$ cat src/rtl/fir_mc_cu_if.sv
// Handshake and datapath-strobe bundle for the multi-channel FIR control unit.
// The master modport is the controller; the slave modport is its environment.
interface fir_mc_cu_if #(
    parameter int SEL_W = 8,
    parameter int CH_W  = 1
);
    logic             input_valid;
    logic [CH_W-1:0]  input_channel;
    logic [SEL_W-1:0] taps_cfg;
    logic             input_ready;
    logic             load_input;
    logic             clear_acc;
    logic             mac_enable;
    logic [SEL_W-1:0] coef_sel;
    logic [CH_W-1:0]  channel_sel;
    logic             output_valid;
    logic [CH_W-1:0]  output_channel;
    logic             output_ready;
    logic             shift_enable;
    logic             busy;
    logic             err_channel;

    modport master (
        input  input_valid, input_channel, taps_cfg, output_ready,
        output input_ready, load_input, clear_acc, mac_enable, coef_sel,
               channel_sel, output_valid, output_channel, shift_enable,
               busy, err_channel
    );

    modport slave (
        output input_valid, input_channel, taps_cfg, output_ready,
        input  input_ready, load_input, clear_acc, mac_enable, coef_sel,
               channel_sel, output_valid, output_channel, shift_enable,
               busy, err_channel
    );
endinterface

$ cat src/rtl/fir_mc_cu.sv
// Sequencer for a time-multiplexed single-MAC FIR: accepts a tagged sample, runs
// taps_lat MAC cycles on its channel, then holds the result until it is taken.
module fir_mc_cu #(
    parameter int MAX_TAPS = 8,
    parameter int SEL_W    = 8,
    parameter int CHANNELS = 2,
    parameter int CH_W     = 1
) (
    input  logic         i_clk,
    input  logic         i_reset,   // asynchronous, active-low
    fir_mc_cu_if.master  bus
);
    typedef enum logic [1:0] {S_IDLE, S_CLEAR, S_CALC, S_OUT} state_t;

    // Tap count needs one extra bit: MAX_TAPS may equal 2^SEL_W.
    localparam logic [SEL_W:0] TAPS_MAX = (SEL_W+1)'(MAX_TAPS);
    localparam logic [SEL_W:0] TAPS_ONE = (SEL_W+1)'(1);
    localparam logic [CH_W:0]  CH_LIM   = (CH_W+1)'(CHANNELS);

    state_t           r_state;
    state_t           w_next_state;
    logic [SEL_W-1:0] r_coef_sel;
    logic [CH_W-1:0]  r_channel_sel;
    logic [SEL_W:0]   r_taps_lat;
    logic             r_err_channel;
    logic             w_ch_ok;
    logic             w_accept;
    logic             w_reject;
    logic             w_last;

    function automatic logic [SEL_W:0] clamp_taps(input logic [SEL_W-1:0] cfg);
        logic [SEL_W:0] ext;
        ext = {1'b0, cfg};
        if (ext == '0 || ext > TAPS_MAX)
            return TAPS_MAX;
        return ext;
    endfunction

    assign w_ch_ok  = ({1'b0, bus.input_channel} < CH_LIM);
    assign w_accept = (r_state == S_IDLE) && bus.input_valid && w_ch_ok;
    assign w_reject = (r_state == S_IDLE) && bus.input_valid && !w_ch_ok;
    assign w_last   = ({1'b0, r_coef_sel} == (r_taps_lat - TAPS_ONE));

    always_comb begin
        w_next_state     = r_state;
        bus.input_ready  = 1'b0;
        bus.load_input   = 1'b0;
        bus.clear_acc    = 1'b0;
        bus.mac_enable   = 1'b0;
        bus.output_valid = 1'b0;
        bus.shift_enable = 1'b0;
        case (r_state)
            S_IDLE: begin
                bus.input_ready = 1'b1;
                if (w_accept) begin
                    bus.load_input = 1'b1;
                    w_next_state   = S_CLEAR;
                end
            end
            S_CLEAR: begin
                bus.clear_acc = 1'b1;
                w_next_state  = S_CALC;
            end
            S_CALC: begin
                bus.mac_enable = 1'b1;
                if (w_last)
                    w_next_state = S_OUT;
            end
            S_OUT: begin
                bus.output_valid = 1'b1;
                if (bus.output_ready) begin
                    bus.shift_enable = 1'b1;
                    w_next_state     = S_IDLE;
                end
            end
            default: w_next_state = S_IDLE;
        endcase
    end

    always_ff @(posedge i_clk or negedge i_reset) begin
        if (!i_reset) begin
            r_state       <= S_IDLE;
            r_coef_sel    <= '0;
            r_channel_sel <= '0;
            r_taps_lat    <= TAPS_MAX;
            r_err_channel <= 1'b0;
        end else begin
            r_state <= w_next_state;
            if (w_accept) begin
                r_channel_sel <= bus.input_channel;
                r_taps_lat    <= clamp_taps(bus.taps_cfg);
            end
            if (w_reject)
                r_err_channel <= 1'b1;
            // Counter parks on the last tap in CALC and returns to 0 on leaving OUT.
            case (r_state)
                S_CLEAR: r_coef_sel <= '0;
                S_CALC:  if (!w_last) r_coef_sel <= r_coef_sel + SEL_W'(1);
                S_OUT:   if (bus.output_ready) r_coef_sel <= '0;
                default: ;
            endcase
        end
    end

    assign bus.coef_sel       = r_coef_sel;
    assign bus.channel_sel    = r_channel_sel;
    assign bus.output_channel = r_channel_sel;
    assign bus.busy           = (r_state != S_IDLE);
    assign bus.err_channel    = r_err_channel;
endmodule
$ cat src/flat_wrapper.sv
// flat-port wrapper written by rule: the top's interface ports become plain ports
module fir_mc_cu_flat 
#(
    parameter int MAX_TAPS = 8,
    parameter int SEL_W    = 8,
    parameter int CHANNELS = 2,
    parameter int CH_W     = 1
)
  (i_clk, i_reset, bus_input_valid, bus_input_channel, bus_taps_cfg, bus_output_ready, bus_input_ready, bus_load_input, bus_clear_acc, bus_mac_enable, bus_coef_sel, bus_channel_sel, bus_output_valid, bus_output_channel, bus_shift_enable, bus_busy, bus_err_channel);
  fir_mc_cu_if #(.SEL_W(SEL_W), .CH_W(CH_W)) bus_i ();
  input  logic i_clk;
  input  logic i_reset;
  input wire logic [$bits(bus_i.input_valid)-1:0] bus_input_valid;
  input wire logic [$bits(bus_i.input_channel)-1:0] bus_input_channel;
  input wire logic [$bits(bus_i.taps_cfg)-1:0] bus_taps_cfg;
  input wire logic [$bits(bus_i.output_ready)-1:0] bus_output_ready;
  output wire logic [$bits(bus_i.input_ready)-1:0] bus_input_ready;
  output wire logic [$bits(bus_i.load_input)-1:0] bus_load_input;
  output wire logic [$bits(bus_i.clear_acc)-1:0] bus_clear_acc;
  output wire logic [$bits(bus_i.mac_enable)-1:0] bus_mac_enable;
  output wire logic [$bits(bus_i.coef_sel)-1:0] bus_coef_sel;
  output wire logic [$bits(bus_i.channel_sel)-1:0] bus_channel_sel;
  output wire logic [$bits(bus_i.output_valid)-1:0] bus_output_valid;
  output wire logic [$bits(bus_i.output_channel)-1:0] bus_output_channel;
  output wire logic [$bits(bus_i.shift_enable)-1:0] bus_shift_enable;
  output wire logic [$bits(bus_i.busy)-1:0] bus_busy;
  output wire logic [$bits(bus_i.err_channel)-1:0] bus_err_channel;
  assign bus_i.input_valid = bus_input_valid;
  assign bus_i.input_channel = bus_input_channel;
  assign bus_i.taps_cfg = bus_taps_cfg;
  assign bus_i.output_ready = bus_output_ready;
  assign bus_input_ready = bus_i.input_ready;
  assign bus_load_input = bus_i.load_input;
  assign bus_clear_acc = bus_i.clear_acc;
  assign bus_mac_enable = bus_i.mac_enable;
  assign bus_coef_sel = bus_i.coef_sel;
  assign bus_channel_sel = bus_i.channel_sel;
  assign bus_output_valid = bus_i.output_valid;
  assign bus_output_channel = bus_i.output_channel;
  assign bus_shift_enable = bus_i.shift_enable;
  assign bus_busy = bus_i.busy;
  assign bus_err_channel = bus_i.err_channel;
  fir_mc_cu #(.MAX_TAPS(MAX_TAPS), .SEL_W(SEL_W), .CHANNELS(CHANNELS), .CH_W(CH_W)) u_core (.i_clk(i_clk), .i_reset(i_reset), .bus(bus_i));
endmodule
$ cat config.mk
export PLATFORM = sky130hd
export DESIGN_NAME = fir_mc_cu_flat
export DESIGN_NICKNAME = d
export VERILOG_FILES = /design/src/rtl/fir_mc_cu_if.sv /design/src/rtl/fir_mc_cu.sv /design/src/flat_wrapper.sv
export SDC_FILE = /design/constraint.sdc
export NUM_CORES = 1
export LEC_CHECK = 0
export BUFFER_PORTS_ARGS = -buffer_cell sky130_fd_sc_hd__buf_2
export CAP_MARGIN = 5
export CORE_UTILIZATION = 50
export DETAILED_ROUTE_END_ITERATION = 7
export PLACE_DENSITY = 0.87
export SLEW_MARGIN = 20
export SYNTH_ARGS = -nofsm -noshare
export SYNTH_HDL_FRONTEND = slang
export SYNTH_SLANG_ARGS = --single-unit
$ cat constraint.sdc
create_clock -name i_clk -period 8.1 [get_ports i_clk]
set_clock_uncertainty 0.1 [all_clocks]
set_input_delay 0.81 -clock i_clk [delete_from_list [all_inputs] [get_ports i_clk]]
set_output_delay 0.81 -clock i_clk [all_outputs]
set_load 0.1 [all_outputs]
==> run summary <==
In this run, the number of DRC markers left after iteration 0 of detailed routing was 17. Average cell area after synthesis: 9.40 um^2. Counting every instance in the synthesized netlist gives 130. Across every metal layer, demand over resource in global routing totals 21.2%. The number of design rule violations left after detail routing was 0. Summed over all failing endpoints, the final setup total negative slack is 0 ns. Yosys printed 0 warnings.

The final critical path takes up 35.9% of the cycle. The TritonCTS buffer count was 3; the H-tree level count was 1. The tools report the critical path capture point type as a register. In the layout the commonest cells are buf_2 (29), dfrtp_1 (18), nand2_1 (10), nand3_1 (10), inv_1 (9). Of the post-synthesis cell area, the dominant cell type holds 36.8%. The largest net degree at the start of global routing is 20. The routed wire length is 2570 um, and the area overhead of the layout relative to synthesis is 14.3%.

The library cell used most frequently in the layout, excluding fill and tap cells, is buf_2. The netlist uses 46 different library cells. The tools report the final-report max-slew violation count as 0.

After synthesis the cells add up to 1220 um^2. For the effective utilization at floorplan, the log shows 54.2%. For the clock latency on the worst-skew pair, the log shows 0.29 ns.

The number of setup buffers added after CTS was 0; the count of state elements after synthesis was 19. The first global-routing pass estimated 4180 um of wire. The final critical path time including I/O delays and setup is 2.90 ns. The count of buffers inserted at the top-level ports was 29; the area used by multi-input combinational logic was 681 um^2. The tool flagged a number of max-cap violations equal to 0. For this run, the leading register cell type out of synthesis is dfrtp_1. The pin slew with the least headroom to its limit came out at 0.576 ns. The flow ran to the end, and the final reports show no timing, DRC or antenna violations. The number of hold violations in the final report is 0. Setup repair after global routing left no endpoint under its margin.

The number of antenna violations at the first check in global routing came out at 0. Setup violations remaining at the end of the flow were counted as 0. In the routed layout, each cell is associated on average with a via count of 5.66.

The logs give 2250 um^2 for the area inside the core boundary and 997 for the via count of the first global-routing pass. TritonCTS built the clock tree. The path class of the tightest hold or removal check is input pin to async pin. The run gives 39.0% as the sequential cell area fraction in the yosys report. The synthesized netlist net count came out at 149. The horizontal die dimension is 51.4 um, and the routed length per placed instance is 13.8 um. Of all nets on the critical path, the largest fanout is 15.

Data arrives at the worst endpoint at 2.97 ns. The final hold slack was 0.336 ns. Summing over every cut layer, the via total after detailed routing is 1058. For the top-level port count, the log shows 31.

Fill cells in the final layout number 216. Row count: 17. The startpoint kind of the worst setup timing path was a register.

The worst setup path is of the register to register kind. The required arrival time at the worst endpoint is 8.17 ns. The synthesized design contains 0 enable-type register cells. Measured against its own limit, the worst slew margin works out to 61.5%. The sink count of the clock tree came out at 19. For this run, the top clock speed supported by timing is 344 MHz. Hold buffer count at cts: 0. The largest area contributor in the synthesized netlist is dfrtp_1. Root cell of the clock tree: clkbuf_4. The fraction of registers with async set or reset after synthesis was 100%.

The logs give 477 um^2 for the area used by sequential logic in the layout and 0 for the antenna violation net count after detailed routing. The tools report the maximum clock path buffer count as 2. Summed over all nets, the half-perimeter wirelength after detailed placement is 2050 um. 0 antenna diodes ended up in the layout.

In the final layout, the share of cells above drive strength 1 is 25.8%. After clock tree synthesis, the clock-pin slew on the worst setup and hold paths is 0.11 ns. The number of gates resized after CTS was 0.

Sorting the synthesized cells by area gives the leading types as dfrtp_1 (37%), ha_1 (6.1%), xnor2_1 (5.0%), nand3_1 (4.1%), o21ai_0 (3.3%). Detailed-routing iteration count for the pre-antenna-repair pass: 4. The die is 51.4 um tall. The final layout contains 179 nets. Final estimated routing congestion in global placement: 0.909.

Summed over all layers, the global routing overflow is 0. For the overall die area, the log shows 2650 um^2.
[per-stage QoR]
step	util [%]	setup slack, ns	cell area [um^2]	std cells
floorplan	-	4.81	1220	130
global placement	60.8	5.38	1370	183
detailed placement	60.8	5.27	1370	183
CTS	62.0	5.25	1400	187
global route	62.0	5.05	1400	187
finish	62.0	5.20	1400	187
[flip-flops by register name, summed over array words and instances, names as in the netlist]
name                    cells
u_core.bus.coef_sel         8
u_core.r_taps_lat           8
u_core.r_state              2
u_core.bus.channel_sel      1
[per-layer routing]
metal	vias to the layer above	wire (um)	global-route usage, %
met5	-	0	0
met4	0	35	7.66
met3	4	72	2.08
met2	25	1310	36.4
met1	503	1160	27.5
li1	526	-	-
[synth_stat cells (2+ instances only)]
library cell,n
a211oi_1,2
a21oi_1,2
a31oi_1,2
and2_1,6
buf_4,2
dfrtp_1,18
ha_1,6
inv_1,9
mux2_2,2
nand2_1,10
nand3_1,10
nor2_1,7
nor2b_1,2
o211ai_1,2
o21ai_0,8
o21bai_1,2
o31ai_1,2
or3_1,3
xnor2_1,7
xor2_1,2
[critical path, stage by stage (launching register included)]
cell	delay, ns
dfrtp_1	0.44
inv_1	0.09
ha_1	0.28
or3b_1	0.40
a21oi_1	0.15
nor2_1	0.05
a311o_1	0.34
a41o_2	0.39
o311ai_1	0.42
o41ai_2	0.13
[final cells by class]
type                    count  share of cell area, %
inverters                   9                   2.42
well taps                  28                   2.51
flip-flops and latches     19                   34.1
clock buffers               4                   1.88
repair buffers             29                   10.4
multi-input cells          98                   48.7
[worst paths after layout]
| kind | from | endpoint | slack [ns] | depth (start not counted) |
|---|---|---|---|---|
| max in group asynchronous | i_reset | u_core.r_taps_lat[3] | 7.23 | 1 |
| worst min register to register | u_core.bus.channel_sel | u_core.bus.channel_sel | 0.44 | 1 |
| worst min-delay path | i_reset | u_core.bus.coef_sel[6] | 0.34 | 1 |
| worst max register to register | u_core.r_taps_lat[0] | u_core.bus.coef_sel[6] | 5.20 | 9 |
| worst max-delay path | u_core.r_taps_lat[0] | u_core.bus.coef_sel[6] | 5.20 | 9 |
| min in group i_clk | u_core.bus.channel_sel | u_core.bus.channel_sel | 0.44 | 1 |
[logic make-up (layout without fill, tap and decap cells)]
family / after synthesis / count (layout) / share of synthesized area [%]
compound gates: 30 / 30 / 18.4
mux: 3 / 3 / 2.66
simple gates: 49 / 49 / 21.7
other cells: 1 / 1 / 0.307
fa+ha+maj: 6 / 6 / 6.14
xor+xnor: 9 / 9 / 6.45
buf+inv: 13 / 42 / 5.32
flops: 19 / 19 / 39.0
Power is not shown: default switching activity piles up to over one toggle a cycle in this logic, so the estimate is an artifact.
